==> src/rtl/gshare_pht_ctrl.sv <==
// gshare_pht_ctrl: controller for a 2**IDX_WIDTH x 2-bit pattern history table
// held in an external dual-port SRAM (port 0 write, port 1 read with
// registered address and combinational read data).
//  - After reset, every entry is written with INIT_CTR, because the array
//    itself has no reset. Predictions are not accepted during this sweep.
//  - Predictions index the table with pc-slice XOR GHR. One prediction can be
//    accepted per cycle, and its result appears on the following cycle.
//  - Resolved branches write a saturating-counter update and shift the
//    non-speculative GHR.
// Optional feature macro: PHT_BYPASS_EN. When it is defined, a prediction
// forwards the data of updates accepted in the same cycle or the previous
// cycle, so it never reads a stale counter.
module gshare_pht_ctrl #(
  parameter int         IDX_WIDTH = 8,
  parameter int         PC_LSB    = 2,
  parameter logic [1:0] INIT_CTR  = 2'b01
) (
  input  logic                 clk,
  input  logic                 rst_n,
  // prediction interface (fetch)
  input  logic                 pred_req,
  input  logic [31:0]          pred_pc,
  output logic                 pred_ready,
  output logic                 pred_valid,
  output logic                 pred_taken,
  output logic [1:0]           pred_ctr,
  output logic [IDX_WIDTH-1:0] pred_ghr,
  // update interface (commit)
  input  logic                 upd_valid,
  input  logic [31:0]          upd_pc,
  input  logic [IDX_WIDTH-1:0] upd_ghr,
  input  logic [1:0]           upd_ctr,
  input  logic                 upd_taken,
  // SRAM port 0 (write)
  output logic                 pht_csb0,
  output logic [IDX_WIDTH-1:0] pht_addr0,
  output logic [1:0]           pht_din0,
  // SRAM port 1 (read)
  output logic                 pht_csb1,
  output logic [IDX_WIDTH-1:0] pht_addr1,
  input  logic [1:0]           pht_dout1
);

  typedef enum logic {
    ST_INIT = 1'b0,
    ST_RUN  = 1'b1
  } state_t;

  state_t               state_q;
  logic [IDX_WIDTH-1:0] init_cnt_q;
  logic [IDX_WIDTH-1:0] ghr_q;
  logic [IDX_WIDTH-1:0] ghr_d;
  logic                 pred_vld_q;
  logic [IDX_WIDTH-1:0] pred_ghr_q;

  logic                 run;
  logic                 pred_acc;
  logic                 upd_acc;
  logic [IDX_WIDTH-1:0] pred_idx;
  logic [IDX_WIDTH-1:0] upd_idx;
  logic [1:0]           upd_new;
  logic [1:0]           ctr_sel;

  // Two-bit saturating counter step in the resolved direction.
  function automatic logic [1:0] sat_step(input logic [1:0] ctr, input logic taken);
    logic [1:0] res;
    if (taken) begin
      res = (ctr == 2'b11) ? 2'b11 : ctr + 2'b01;
    end else begin
      res = (ctr == 2'b00) ? 2'b00 : ctr - 2'b01;
    end
    return res;
  endfunction

  // Only the index slice of each PC is used.
  logic unused_pc_bits;
  assign unused_pc_bits = ^{pred_pc[31:PC_LSB+IDX_WIDTH], pred_pc[PC_LSB-1:0],
                            upd_pc[31:PC_LSB+IDX_WIDTH],  upd_pc[PC_LSB-1:0]};

  assign run      = (state_q == ST_RUN);
  assign pred_acc = rst_n && run && pred_req;
  assign upd_acc  = rst_n && run && upd_valid;
  assign pred_idx = pred_pc[PC_LSB +: IDX_WIDTH] ^ ghr_q;
  assign upd_idx  = upd_pc[PC_LSB +: IDX_WIDTH] ^ upd_ghr;
  assign upd_new  = sat_step(upd_ctr, upd_taken);

  // Next GHR: shift in the resolved direction of each accepted update.
  always_comb begin
    ghr_d = ghr_q;
    if (upd_acc) begin
      ghr_d = {ghr_q[IDX_WIDTH-2:0], upd_taken};
    end
  end

  // Write port: the init sweep owns it during INIT, and updates own it in RUN.
  always_comb begin
    pht_csb0  = 1'b1;
    pht_addr0 = '0;
    pht_din0  = 2'b00;
    if (rst_n) begin
      if (!run) begin
        pht_csb0  = 1'b0;
        pht_addr0 = init_cnt_q;
        pht_din0  = INIT_CTR;
      end else if (upd_valid) begin
        pht_csb0  = 1'b0;
        pht_addr0 = upd_idx;
        pht_din0  = upd_new;
      end
    end
  end

  // Read port: the index uses the pre-shift GHR, even when an update shifts it this cycle.
  always_comb begin
    pht_csb1  = ~pred_acc;
    pht_addr1 = pred_idx;
  end

  // Control FSM: sweep INIT then stay in RUN; GHR and prediction-valid pipeline.
  always_ff @(posedge clk) begin
    if (!rst_n) begin
      state_q    <= ST_INIT;
      init_cnt_q <= '0;
      ghr_q      <= '0;
      pred_vld_q <= 1'b0;
      pred_ghr_q <= '0;
    end else begin
      case (state_q)
        ST_INIT: begin
          init_cnt_q <= init_cnt_q + 1'b1;
          if (init_cnt_q == {IDX_WIDTH{1'b1}}) begin
            state_q <= ST_RUN;
          end
        end
        ST_RUN: begin
          state_q <= ST_RUN;
        end
        default: begin
          state_q <= ST_INIT;
        end
      endcase
      ghr_q      <= ghr_d;
      pred_vld_q <= pred_acc;
      if (pred_acc) begin
        pred_ghr_q <= ghr_q;
      end
    end
  end

`ifdef PHT_BYPASS_EN
  logic                 wr_vld_q;
  logic [IDX_WIDTH-1:0] wr_addr_q;
  logic [1:0]           wr_data_q;
  logic                 byp_hit_q;
  logic [1:0]           byp_data_q;
  logic                 hit_cur;
  logic                 hit_prev;

  assign hit_cur  = upd_acc  && (upd_idx   == pred_idx);
  assign hit_prev = wr_vld_q && (wr_addr_q == pred_idx);

  // Bypass control: remember last cycle's update and whether the read must be overridden.
  always_ff @(posedge clk) begin
    if (!rst_n) begin
      wr_vld_q  <= 1'b0;
      byp_hit_q <= 1'b0;
    end else begin
      wr_vld_q  <= upd_acc;
      byp_hit_q <= pred_acc && (hit_cur || hit_prev);
    end
  end

  // Bypass data: the same-cycle update is younger than the previous one, so it wins.
  always_ff @(posedge clk) begin
    wr_addr_q  <= upd_idx;
    wr_data_q  <= upd_new;
    byp_data_q <= hit_cur ? upd_new : wr_data_q;
  end

  assign ctr_sel = byp_hit_q ? byp_data_q : pht_dout1;
`else
  assign ctr_sel = pht_dout1;
`endif

  assign pred_ready = run;
  assign pred_valid = pred_vld_q;
  assign pred_ctr   = pred_vld_q ? ctr_sel : 2'b00;
  assign pred_taken = pred_ctr[1];
  assign pred_ghr   = pred_ghr_q;

endmodule

==> config.mk <==
export PLATFORM = sky130hd
export DESIGN_NAME = gshare_pht_ctrl
export DESIGN_NICKNAME = d
export VERILOG_FILES = /design/src/rtl/gshare_pht_ctrl.sv
export SDC_FILE = /design/constraint.sdc
export NUM_CORES = 1
export LEC_CHECK = 0
export CAP_MARGIN = 20
export CORE_MARGIN = 5
export CORE_UTILIZATION = 35
export DETAILED_ROUTE_END_ITERATION = 16
export GPL_TIMING_DRIVEN = 0
export PLACE_DENSITY_LB_ADDON = 0.05
export SYNTH_ARGS = -nofsm -noshare
export SYNTH_HDL_FRONTEND = slang
export SYNTH_SLANG_ARGS = --single-unit
==> constraint.sdc <==
create_clock -name clk -period 3.48 [get_ports clk]
set_input_delay 0.696 -clock clk [delete_from_list [all_inputs] [get_ports clk]]
set_output_delay 0.696 -clock clk [all_outputs]
set_load 0.02 [all_outputs]
# == Word level (Yosys, flattened, before mapping) ==
# Cells that the tools add are included.
# classes
n_addsub,3
n_eq_ne,2
mux,15
bitwise_logic,4
n_reduce_logical,4
# op_table
operator,n
$mux 8,3
$xor 8x8->8,2
$mux 2,7
$add 8x1->8 const B,1
$eq 8x8->1 const B,1
$mux 1,4
$logic_and 1x1->1,3
$add 2x1->2 const B,1
$eq 2x2->1 const B,1
$logic_not 2->1,1
$not 1->1,2
$pmux 1 s2,1
$sub 2x1->2 const B,1
# word_totals
regBits,26
out_inout_bits,33

# == Longest topological paths before layout ==
# Gate-level depths: netlist (run 1).
# depth
word_depth,6
depth_mapped,5
ltp_nobuf,4

# == Worst setup path after synthesis (run 1) ==
# Ideal clock, no wire load.
# synth_timing
path_kind,input to output
from,input upd_valid
to,output pht_addr0[1]
arrival_ns,1.388
t_required_ns,2.784
setup_slack_ns,1.396
stages,4
path_buffers,1
path_cell_list,and2_1 buf_2 a22o_1 and2_1
# synth_via
elab_chain_cells,3
# synth_lines
element,line,source
"start, declared",29,"input logic upd_valid,"
$mux 8,105,end else if (upd_valid) begin
$mux 8,101,if (!run) begin
$mux 8,100,if (rst_n) begin
"end, declared",36,"output logic [IDX_WIDTH-1:0] pht_addr0,"
# Every way passes these cells.

# == Final worst setup path (run 1) ==
# layout_timing
from,input rst_n
to,output pht_addr0[6]
# layout_via
elab_chain_cells,1
# layout_lines
element,line,source
"start, declared",19,"input logic rst_n,"
$mux 8,100,
# Every way passes these cells.

==> results of run 1 <==
logic make-up (layout without fill, tap and decap cells):
family	count (synthesis)	after routing	share of synthesized area [%]
simple gates	65	65	24.3
buf+inv	18	87	6.30
xor+xnor	19	19	12.1
fa+ha+maj	3	3	2.37
mux	3	3	2.19
flops	26	26	38.0
compound gates	31	31	14.7
metal layers:
layer	GRT usage, %	wire length [µm]	vias to the layer above
met5	0	0	-
met4	3.07	9	0
met3	2.77	178	2
met2	27.0	1830	31
met1	15.0	1470	615
li1	-	-	685
report_power, final:
group,internal (mW),switching [mW]
combinational,0.0636,0.0380
sequential,0.300,0.00465
clock,0.101,0.0921
total,0.465,0.135
worst max path at each step:
stage | to | slack, ns | cells past startpoint
floorplan | pht_addr0[1] | 1.40 | 4
global placement | pht_addr0[3] | 0.23 | 5
detailed placement | pht_addr0[6] | 0.19 | 5
CTS | pht_addr0[6] | 0.19 | 5
global route | pht_addr0[4] | 0.07 | 5
finish | pht_addr0[6] | 0.23 | 5
through the flow:
step | area, µm² | setup WS [ns] | util, % | hold WS (ns) | instances
after floorplan | 1370 | 1.40 | - | 0.448 | 165
after global placement | 2080 | 0.228 | 56.0 | 0.443 | 278
after detailed placement | 2080 | 0.194 | 56.0 | 0.452 | 278
after CTS | 2140 | 0.186 | 57.5 | 0.465 | 282
after global routing | 2140 | 0.0734 | 57.5 | 0.501 | 282
final | 2140 | 0.230 | 57.5 | 0.458 | 282
worst max-delay path: stages:
cell,delay (ns)
clkdlybuf4s50_1,0.51
buf_2,0.24
clkbuf_1,0.32
and2_1,0.18
clkdlybuf4s50_1,0.61
area by class of cell:
class,instances,area share (%)
plain buffers,10,2.64
well taps,48,2.81
inverters,8,1.41
clock buffers,4,2.58
repair buffers,65,30.5
multi-input cells,121,35.7
flip-flops and latches,26,24.4
sequential cells by signal, summed over array words and instances (netlist names):
signal / count
pred_ready: 1
pred_ghr: 8
init_cnt_q: 8
ghr_q: 8
pred_valid: 1
cells in the final DEF (no fill, tap or decap), types with 5 or more instances in the layout:
cell             netlist  final
a21boi_0               8      8
and2_1                16     16
buf_2                  5      5
clkdlybuf4s50_1        0     65
dfxtp_1               26     26
inv_1                  8      8
nand2_1               37     37
o21ai_0               11     11
o22ai_1                5      5
xnor2_1                8      8
xor2_1                11     11
==> run_results.csv, run 1 <==
group,metric,value,unit
outcome,status,"complete, no violations",
synthesis,synth_top_area_share,38.0,%
sta,period_needed,3.25,ns
floorplan,dieArea,5270,µm²
critical_path,critPathArrivalTime,2.55,ns
synthesis,ys_seq_area_share,38.0,%
global_routing,grt_pass1_wl,5.94,mm
synthesis,synth_edf_count,0,
clocking,cts_setup_buffers,0,
synthesis,syn-num-nets,247,
global_routing,grt_pass1_vias,1365,
clocking,holdBufCountCts,0,
final_layout,drive_above_1_share,5.56,%
sta,min_period_over_period,93.4,%
clocking,cts_sinks,26,
synthesis,yosysWarnings,0,
route,vias,1333,
final_layout,multiInputGateArea,763,µm²
sta,fin_skew,0.00497,ns
global_routing,antenna_found_initial,0,
sta,finalSetupTns,0,ns
synthesis,synthCells,165,
worst_hold_path,hold_depth,2,
route,wire_per_inst,12.4,µm
synthesis,syn_area,1370,µm²
final_layout,nFillCells,357,
floorplan,initial_core_util,36.9,%
critical_path,path_class,"in -> out",
floorplan,die_x,72.6,µm
synthesis,synth_most_common_cell,"nand2_1",
clocking,cts_made_buffers,3,
critical_path,cp-end-kind,"output port",
synthesis,yosys.area.top_type,"dfxtp_1",
placement,hpwl,2.84,mm
global_routing,grt_use_total,13.8,%
synthesis,ys_ff_latch,26,
route,via_per_inst,4.73,
synthesis,syn_avg_cell_area,8.30,µm²
floorplan,core-area,3720,µm²
global_routing,overflow,0,
floorplan,dieHeight,72.6,µm
worst_hold_path,hold_start,"pred_ghr[6]$_SDFFE_PN0P_",
critical_path,rr_worst_depth,4,
final_layout,n_antenna_cell,0,
clocking,cts_tree,"built",
clocking,clk_latency,0.26,ns
placement,place_congestion,0.689,
clocking,cts-root-buf,"clkbuf_8",
placement,port_buffers,65,
clocking,max-clock-path-buffers,2,
critical_path,cp.required,2.78,ns
synthesis,synth.top_cells.by_count,"nand2_1 (37), dfxtp_1 (26), and2_1 (16)",
critical_path,rr_endpoint,"init_cnt_q[6]$_SDFFE_PN0N_",
sta,rsz0062_at_grt,"false",
sta,finalSetupViolations,0,
critical_path,startpoint_type,"input pin",
sta,finalMaxSlewViolations,0,
sta,worst_pin_slew,0.419,ns
route,ant_nets,0,
critical_path,r2r_setup_slack,2.11,ns
sta,hold_viol,0,
floorplan,boundaryPins,114,
sta,fmax,0.308,GHz
clocking,clk_pin_slew,0.09,ns
critical_path,timing.rr.start,"init_cnt_q[0]$_SDFFE_PN0N_",
synthesis,synth_flop_cell,"dfxtp_1",
power,power.total,0.599,mW
worst_hold_path,min_to,"pred_ghr[6]$_SDFFE_PN0P_",
route,initialDrtViolationCount,41,
synthesis,synth_area_leaders,"dfxtp_1 (38%), nand2_1 (10%), and2_1 (7.3%), xor2_1 (7.0%), xnor2_1 (5.1%)",
route,post-route-drc-count,0,
global_routing,grt_start_max_net_pins,15,
worst_hold_path,hp-class,"reg -> reg",
power,p_per_area,281,nW/µm²
floorplan,rows,22,
synthesis,synth-async-reset-ratio,0,%
final_layout,final_nets,317,
route,drtPass1Iterations,4,
power,p_leak,0.819,nW
critical_path,worstSetupStartpoint,"rst_n",
synthesis,synth_cell_type_count,31,
route,finalWirelength,3.49,mm
clocking,post_cts_resized,0,
power,vdd_drop_max,135,µV
sta,maxSlewHeadroom,72.1,%
flow_run,cap_violations,0,
final_layout,regArea,520,µm²
clocking,htreeDepth,1,
critical_path,cp_max_fo,10,
final_layout,syn2layout_area_growth,55.9,%
Power figures use the tool's default switching activity.
==> inputs of run 2 (changes only) <==
--- a/config.mk
+++ b/config.mk
@@ -14,3 +14,4 @@
 export SYNTH_ARGS = -nofsm -noshare
 export SYNTH_HDL_FRONTEND = slang
 export SYNTH_SLANG_ARGS = --single-unit
+export TNS_END_PERCENT = 30
==> results of run 2 <==
The final DEF is identical to that of run 1; final timing and power are the same.
==> inputs of run 3 (changes only) <==
--- a/config.mk
+++ b/config.mk
@@ -11,6 +11,7 @@
 export DETAILED_ROUTE_END_ITERATION = 16
 export GPL_TIMING_DRIVEN = 0
 export PLACE_DENSITY_LB_ADDON = 0.05
+export SLEW_MARGIN = 20
 export SYNTH_ARGS = -nofsm -noshare
 export SYNTH_HDL_FRONTEND = slang
 export SYNTH_SLANG_ARGS = --single-unit
==> results of run 3 <==
The final DEF is identical to that of run 1; final timing and power are the same.
